<file path="config.mk">
export PLATFORM = sky130hd
export DESIGN_NAME = bean_scheduler
export DESIGN_NICKNAME = d
export VERILOG_FILES = /design/src/rtl/bean_scheduler.sv
export SDC_FILE = /design/constraint.sdc
export NUM_CORES = 1
export LEC_CHECK = 0
export CAP_MARGIN = 20
export CORE_AREA = 2 2 99 101
export CTS_CLUSTER_DIAMETER = 40
export CTS_CLUSTER_SIZE = 30
export DETAILED_ROUTE_END_ITERATION = 12
export DIE_AREA = 0 0 101 103
export GPL_TIMING_DRIVEN = 0
export PLACE_DENSITY = 0.75
export SLEW_MARGIN = 20
export SYNTH_ARGS = -nofsm -noshare
export SYNTH_HDL_FRONTEND = slang
export SYNTH_SLANG_ARGS = --single-unit
</file>
<file path="constraint.sdc">
create_clock -name i_clk -period 8.48 [get_ports i_clk]
set_clock_uncertainty 0.2 [all_clocks]
set_input_delay 1.696 -clock i_clk [delete_from_list [all_inputs] [get_ports i_clk]]
set_output_delay 1.696 -clock i_clk [all_outputs]
set_load 0.01 [all_outputs]
</file>
<file path="src/rtl/bean_scheduler.sv">
// Obstacle scheduler: scrolls, retires and spawns beans in a fixed slot pool and sequences RUN/HIT.
// Latency: every output is registered and updates on the clk edge that samples frame_tick/start/check_hit.
// Backpressure: none; the renderer only reads the slots, and a spawn with no free slot retries on later ticks.
module bean_scheduler #(
  parameter int          NUM_SLOTS = 3,
  parameter int          X_W       = 10,
  parameter int          SPAWN_X   = 700,
  parameter int          SHIFT     = 5,
  parameter int          MIN_GAP   = 150,
  parameter logic [7:0]  GAP_MASK  = 8'hFF,
  parameter logic [7:0]  LFSR_SEED = 8'hA5
) (
  input  logic                     i_clk,
  input  logic                     i_rst_n,
  input  logic                     i_frame_tick,
  input  logic                     i_start,
  input  logic                     i_check_hit,
  output logic [NUM_SLOTS*X_W-1:0] o_slot_x,
  output logic [NUM_SLOTS-1:0]     o_slot_type,
  output logic [NUM_SLOTS-1:0]     o_slot_valid,
  output logic [1:0]               o_state,
  output logic [15:0]              o_passed_count,
  output logic                     o_passed_pulse
);

  localparam int CW = $clog2(NUM_SLOTS + 1);
  localparam logic [X_W-1:0] LP_SPAWN_X = X_W'(SPAWN_X);
  localparam logic [X_W-1:0] LP_SHIFT_X = X_W'(SHIFT);
  localparam logic [9:0]     LP_SHIFT_G = 10'(SHIFT);
  localparam logic [9:0]     LP_MIN_GAP = 10'(MIN_GAP);

  typedef enum logic [1:0] {
    S_IDLE = 2'b00,
    S_RUN  = 2'b01,
    S_HIT  = 2'b10
  } state_t;

  state_t               r_state;
  logic [X_W-1:0]       r_x [NUM_SLOTS];
  logic [NUM_SLOTS-1:0] r_type;
  logic [NUM_SLOTS-1:0] r_valid;
  logic [15:0]          r_passed;
  logic                 r_pulse;
  logic [9:0]           r_gap;
  logic [7:0]           r_lfsr;

  logic [X_W-1:0]       w_x_nxt [NUM_SLOTS];
  logic [NUM_SLOTS-1:0] w_type_nxt;
  logic [NUM_SLOTS-1:0] w_valid_nxt;
  logic [CW-1:0]        w_retire_n;
  logic [9:0]           w_gap_dec;
  logic [9:0]           w_gap_nxt;
  logic                 w_spawned;
  logic [16:0]          w_passed_sum;
  logic [15:0]          w_passed_nxt;

  // Free-running pattern source for gap length and bean type, independent of game state
  always_ff @(posedge i_clk or negedge i_rst_n) begin
    if (!i_rst_n) r_lfsr <= LFSR_SEED;
    else          r_lfsr <= {r_lfsr[6:0], r_lfsr[7] ^ r_lfsr[5] ^ r_lfsr[4] ^ r_lfsr[3]};
  end

  // One frame step: scroll/retire, count, shrink gap, then drop a new bean into the lowest free slot
  always_comb begin
    w_x_nxt     = r_x;
    w_type_nxt  = r_type;
    w_valid_nxt = r_valid;
    w_retire_n  = '0;
    w_spawned   = 1'b0;
    for (int i = 0; i < NUM_SLOTS; i++) begin
      if (r_valid[i]) begin
        if (r_x[i] > LP_SHIFT_X) begin
          w_x_nxt[i] = r_x[i] - LP_SHIFT_X;
        end else begin
          w_x_nxt[i]     = '0;
          w_valid_nxt[i] = 1'b0;
          w_retire_n     = w_retire_n + CW'(1);
        end
      end
    end
    w_gap_dec = (r_gap > LP_SHIFT_G) ? (r_gap - LP_SHIFT_G) : 10'd0;
    // Slots freed by this tick's retirement are eligible; spawned beans skip the scroll above
    for (int i = 0; i < NUM_SLOTS; i++) begin
      if ((w_gap_dec == 10'd0) && !w_spawned && !w_valid_nxt[i]) begin
        w_x_nxt[i]     = LP_SPAWN_X;
        w_type_nxt[i]  = r_lfsr[0];
        w_valid_nxt[i] = 1'b1;
        w_spawned      = 1'b1;
      end
    end
    w_gap_nxt    = w_spawned ? (LP_MIN_GAP + {2'b00, r_lfsr & GAP_MASK}) : w_gap_dec;
    w_passed_sum = {1'b0, r_passed} + 17'(w_retire_n);
    w_passed_nxt = w_passed_sum[16] ? 16'hFFFF : w_passed_sum[15:0];
  end

  // Game FSM: start (from IDLE or HIT) clears the field, RUN advances on ticks, a hit freezes everything
  always_ff @(posedge i_clk or negedge i_rst_n) begin
    if (!i_rst_n) begin
      r_state  <= S_IDLE;
      r_type   <= '0;
      r_valid  <= '0;
      r_passed <= '0;
      r_pulse  <= 1'b0;
      r_gap    <= '0;
      for (int i = 0; i < NUM_SLOTS; i++) r_x[i] <= '0;
    end else begin
      r_pulse <= 1'b0;
      case (r_state)
        S_IDLE, S_HIT: begin
          if (i_start) begin
            r_state  <= S_RUN;
            r_type   <= '0;
            r_valid  <= '0;
            r_passed <= '0;
            r_gap    <= '0;
            for (int i = 0; i < NUM_SLOTS; i++) r_x[i] <= '0;
          end
        end
        S_RUN: begin
          if (i_check_hit) begin
            r_state <= S_HIT;
          end else if (i_frame_tick) begin
            r_x      <= w_x_nxt;
            r_type   <= w_type_nxt;
            r_valid  <= w_valid_nxt;
            r_passed <= w_passed_nxt;
            r_pulse  <= (w_retire_n != '0);
            r_gap    <= w_gap_nxt;
          end
        end
        default: r_state <= S_IDLE;
      endcase
    end
  end

  for (genvar g = 0; g < NUM_SLOTS; g++) begin : g_slot_out
    assign o_slot_x[g*X_W +: X_W] = r_x[g];
  end

  assign o_slot_type    = r_type;
  assign o_slot_valid   = r_valid;
  assign o_state        = r_state;
  assign o_passed_count = r_passed;
  assign o_passed_pulse = r_pulse;

endmodule
</file>
Yosys cells after proc, flatten, opt, wreduce, memory -nomap -nowiden. Index checks and enable logic that the tools add are counted.

Bits in registers: 73. Bits in latches: 0. Bits in writable memories: 0. Bits in read-only memories: 0. Input port bits: 5. Output and inout bits: 55. Word-level logic and storage cells: 120. Memories: 0.

Add/subtract/negate cells: 8. Multiply operators: 0. Div/mod/pow operators: 0. Order comparisons: 4. Equal/unequal tests: 12. Shifts and indexed selects: 0. Multiplexer cells: 58. Bitwise operators: 3. Reduce and logical (&&, ||, !) cells: 23.

Operator list (number): $mux 10 (14); $mux 30 (3); $mux 16 (4); $pmux 30 s2 (1); $gt 10x3->1 const B (4); $sub 10x3->10 const B (4); $pmux 16 s2 (1); $reduce_and 5->1 (6); $mux 1 (20); $pmux 10 s2 (1); $add 16x2->17 (1); $mux 3 (5); $ne 2x2->1 const B (7); $mux 2 (6); $pmux 3 s2 (2); $logic_not 10->1 (1); $add 8x8->9 const A (1); $ne 3x3->1 const B (3); $logic_and 1x1->1 (5); $logic_not 1->1 (5); $add 2x1->2 const B (2); $pmux 2 s2 (1); $reduce_and 4->1 (1); $reduce_bool 2->1 (2); other kinds (6) (8).

Longest topological paths before layout.
Depth in word-level cells: 18. Depth in mapped cells: 16.

Least setup slack after synthesis. OpenSTA, ideal clock, no wires.

Path kind: register to register. Start point: register r_x, in the netlist o_slot_x[16]. End point: register r_passed[13], in the netlist o_passed_count[13]. Data arrival time: 3.689 ns. Data required time: 8.181 ns. Setup slack: 4.491 ns. Cell stages (with the launch flop): 16. Path buffers: 1. Clock period less this slack: 3.989 ns. Path through: dfrtp_1 or3_1 or2_2 or3_1 inv_1 ha_1 mux2i_1 nor2_1 xnor2_1 fa_1 nand3_1 or3_1 clkbuf_1 o21ai_0 a21oi_1 a311oi_1.

Word-level cells in the longest chain between the ends: 11.

Ends and longest elaborated chain: start: declaration (line 39) `logic [X_W-1:0] r_x [NUM_SLOTS];`; start signal: assignment (line 123) `r_x <= w_x_nxt;`; $gt 10x3->1 (*) (line 72) `if (r_x[i] > LP_SHIFT_X) begin`; $mux 2 (*) (line 72); $mux 2 (*) (line 71) `if (r_valid[i]) begin`; $add 2x1->2 (line 77) `w_retire_n = w_retire_n + CW'(1);`; $mux 2 (line 72); $mux 2 (*) (line 71); $add 16x2->17 (*) (line 92) `w_passed_sum = {1'b0, r_passed} + 17'(w_retire_n);`; $mux 16 (*) (line 93) `w_passed_nxt = w_passed_sum[16] ? 16'hFFFF : w_passed_sum[15:0];`; $mux 16 (*) (line 122) `end else if (i_frame_tick) begin`; $mux 16 (*) (line 120) `if (i_check_hit) begin`; $pmux 16 s2 (*) (line 108) `case (r_state)`; end signal: assignment (line 126) `r_passed <= w_passed_nxt;`; end: declaration (line 42) `logic [15:0] r_passed;`.

Every way passes the cells marked *; elsewhere a longest branch is shown, timed or not. The select of a mux whose other input is x is not followed. A chain may end at the register's enable or synchronous reset.

Final worst setup path. Ends and elaborated chain as after synthesis.

==> reports/summary.txt <==
Status: completed
Clock transition at path regs: 0.08 ns
RePlAce Congestion: 0.9223
Number of synthesized register bits: 73
Unrepaired setup endpoints after global routing: no
Via density: 6.276
Crit path kind: reg -> reg
Fill cell count: 852
Post-DRT Antenna Nets: 0
Critical Path, Cell by Cell: or3_1 -> or2_2 -> or3_1 -> inv_1 -> ha_1 -> mux2i_1 -> nor2_1 -> xnor2_1 -> fa_1 -> nand3_1 -> or3_1 -> clkbuf_1 -> o21ai_0 -> a21oi_1 -> a311oi_1
Critical R2R Launch: o_slot_x[16]$_DFFE_PN0P_
WL met2: 6032 um
Top layer in use: met4
Die extent in y: 103 um
Cells after DPL: 683
DRC viols: 0
Final Routed Wirelength: 12740 um
Vias in the first global route: 4250
DP Wirelength: 9193 um
RR Endpoint: o_passed_count[13]$_DFFE_PN0P_
CTS tree: built
Max Cap Viol: 0
Hold Crit Class: reg -> reg
First-pass GRT wire length: 20800 um
Lkg Pwr: 2.371 nW
Met1 WL: 5513 um
Tcrit/Tclk final: 53.61%
Slowest stage delay, CP: 0.44 ns
Multi-input logic area: 2499 um^2
Combinational share of power: 53.1%
CP max-delay cell: or3_1
Cell Rows: 36
Antenna Cells: 0
Core box area: 9459 um^2
Share of the synthesized area in the top cell type: 38.10%
Post-cts sizing count: 0
Initial antenna violation count: 0
Setup bufs post-CTS: 0
Post-synthesis cell type count: 70
Wirelength per Cell: 18.22 um
Met3 WL post-DR: 887 um
Num CTS Buffers: 9
Asr flop ratio synth: 100.0%
First-pass DRT Iterations: 5
Sequential share of power: 27.9%
Post-Layout Cell Count: 699
Ys flop type: dfrtp_1
Hold path cells: 0
TNS Setup: 0 ns
Most Frequent Cell on Critical Path: or3_1
Worst reg-to-reg path cell count: 15
Clk buf depth: 2
Area contributors post-synth: dfrtp_1, o21ai_0, ha_1, nor2_1, nand2_1
Worst skew pair latency: 0.36 ns
Share of cells above drive strength 1: 8.034%
Yosys top cell by area: dfrtp_1
Number of synthesized flops with an enable pin: 0
Min Tclk post-route: 4.546 ns
Worst Hold Launch: r_lfsr[2]$_DFF_PN1_
Htree depth: 3
Synthesized area per cell: 8.903 um^2
Critical Path Fanout Max: 10
Rel. slew slack: 36.73%
Area Growth Syn to Fin: 21.48%
Routed via count: 4387
Root Buffer: clkbuf_8
CTS Sinks: 73
Die W: 101 um
PortBufs: 59
Storage element area: 1832 um^2
Worst-margin pin slew: 0.9388 ns
Internal cell power: 841.4 uW
Worst vdd ir: 0.2131 mV
Final nets: 598
Most common cell in the synthesized netlist: dfrtp_1
Power per cell area: 285.6 nW/um^2
YS warnings: 0
Syn Nets: 527
DR iter-0 viols: 434
WP data required: 8.54 ns
FF-to-FF setup slack: 3.93 ns
Final global-route overflow total: 0
Clock power share: 18.9%
Sw Ratio: 46.49%
Worst EP arrival: 4.61 ns
Ports: 60
Max Fclk: 0.2200 GHz
Post-synthesis sequential area ratio: 40.42%
Post-Synthesis Cells: 509
Initial cell density of the core: 47.91%
Hold Buf Count CTS: 0
Final Hold Viols: 0
Pin count of the biggest net entering global routing: 48
Max Slew Vio Count: 0
Die ar.: 10400 um^2
Post-synth top cells: dfrtp_1, nor2_1, nand2_1, o21ai_0
CP endpoint kind: register
Mapped Area: 4532 um^2
Hold endpoint: r_lfsr[3]$_DFF_PN0_
CP startpoint kind: register
Final setup vio count: 0
Sw Pwr: 731.1 uW
GRT Total Usage: 25.69%
==> power by group through the flow <==
stage                     Combinational [mW]  Clock, mW  Sequential, mW
after floorplan                        0.572          0           0.441
after global placement                 0.788          0           0.443
after detailed placement               0.808          0           0.445
after CTS                              0.812      0.300           0.439
after global routing                   0.900      0.318           0.446
final                                  0.836      0.298           0.439
==> cells in the final DEF, fill, tap and decap left out, types with 8 or more instances in the layout <==
cell type / instances
a31oi_1: 13
nand2b_1: 8
nor4_1: 9
dfrtp_1: 69
inv_1: 26
nor3_1: 19
clkbuf_8: 12
nor2_1: 38
o21ai_0: 31
nand2_1: 37
ha_1: 12
clkdlybuf4s50_1: 58
a21oi_1: 26
a211oi_1: 8
o211ai_1: 8
o31ai_1: 10
nand3_1: 26
clkbuf_1: 20
and3_1: 10
==> worst max-delay path, delay by kind of cell (launching register included) <==
family,cells,cell delay [ns]
muxes,1,0.24
DFF,1,0.42
AOI/OAI and AO/OA,3,0.53
buffers and inverters,2,0.36
xor gates and xnor gates,1,0.36
adders and majority gates,2,0.52
and+or+nand+nor,6,1.81
==> sequential cells by signal, indices dropped and copies added (netlist names) <==
register and flops:
o_passed_pulse 1, o_slot_x 30, r_gap 10, o_state 2
o_slot_type 3, o_passed_count 16, o_slot_valid 3, r_lfsr 8
==> worst max path at each step <==
stage               cells after the start                        endpoint                startpoint
floorplan                              15  o_passed_count[13]$_DFFE_PN0P_  o_slot_x[16]$_DFFE_PN0P_
global placement                        1  o_passed_count[14]$_DFFE_PN0P_                   i_rst_n
detailed placement                     15  o_passed_count[13]$_DFFE_PN0P_  o_slot_x[16]$_DFFE_PN0P_
CTS                                    15  o_passed_count[13]$_DFFE_PN0P_  o_slot_x[16]$_DFFE_PN0P_
global route                           15  o_passed_count[13]$_DFFE_PN0P_  o_slot_x[16]$_DFFE_PN0P_
finish                                 15  o_passed_count[13]$_DFFE_PN0P_  o_slot_x[16]$_DFFE_PN0P_
==> per-stage QoR <==
step / util (%) / total power [mW] / cell area (um^2) / worst slack, ns / hold slack [ns]
floorplan: - / 1.014 / 4532 / 4.491 / 0.1897
global placement: 55.66 / 1.231 / 5265 / 2.920 / 0.2000
detailed placement: 55.93 / 1.253 / 5290 / 3.938 / 0.2010
CTS: 58.20 / 1.550 / 5505 / 3.896 / 0.2159
global route: 58.20 / 1.664 / 5505 / 3.654 / 0.2207
finish: 58.20 / 1.573 / 5505 / 3.934 / 0.2141
==> per-layer routing <==
| layer | up-vias | GRT usage [%] |
|---|---|---|
| li1 | 2057 | - |
| met1 | 2111 | 33.84 |
| met2 | 193 | 41.38 |
| met3 | 26 | 5.153 |
| met4 | 0 | 11.33 |
| met5 | - | 0 |
==> logic make-up (layout without fill, tap and decap cells) <==
group,count (synthesis),count (layout),synth area share (%)
AOI/OAI and AO/OA,160,160,25.26
xor gates and xnor gates,12,12,2.319
adders and majority gates,13,13,3.755
buffers and inverters,50,126,4.445
DFF,73,73,40.42
muxes,5,5,1.104
and+or+nand+nor,196,196,22.69
==> layout make-up <==
cell class / instances / area share [%]
buffer: 24 / 1.886
clock buffer: 12 / 3.000
timing repair buffer: 60 / 11.18
multi-input combinational: 386 / 45.39
tap: 114 / 2.591
clock inverter: 4 / 0.9091
inverter: 26 / 1.773
sequential: 73 / 33.27
(Power assumes the default switching activity.)
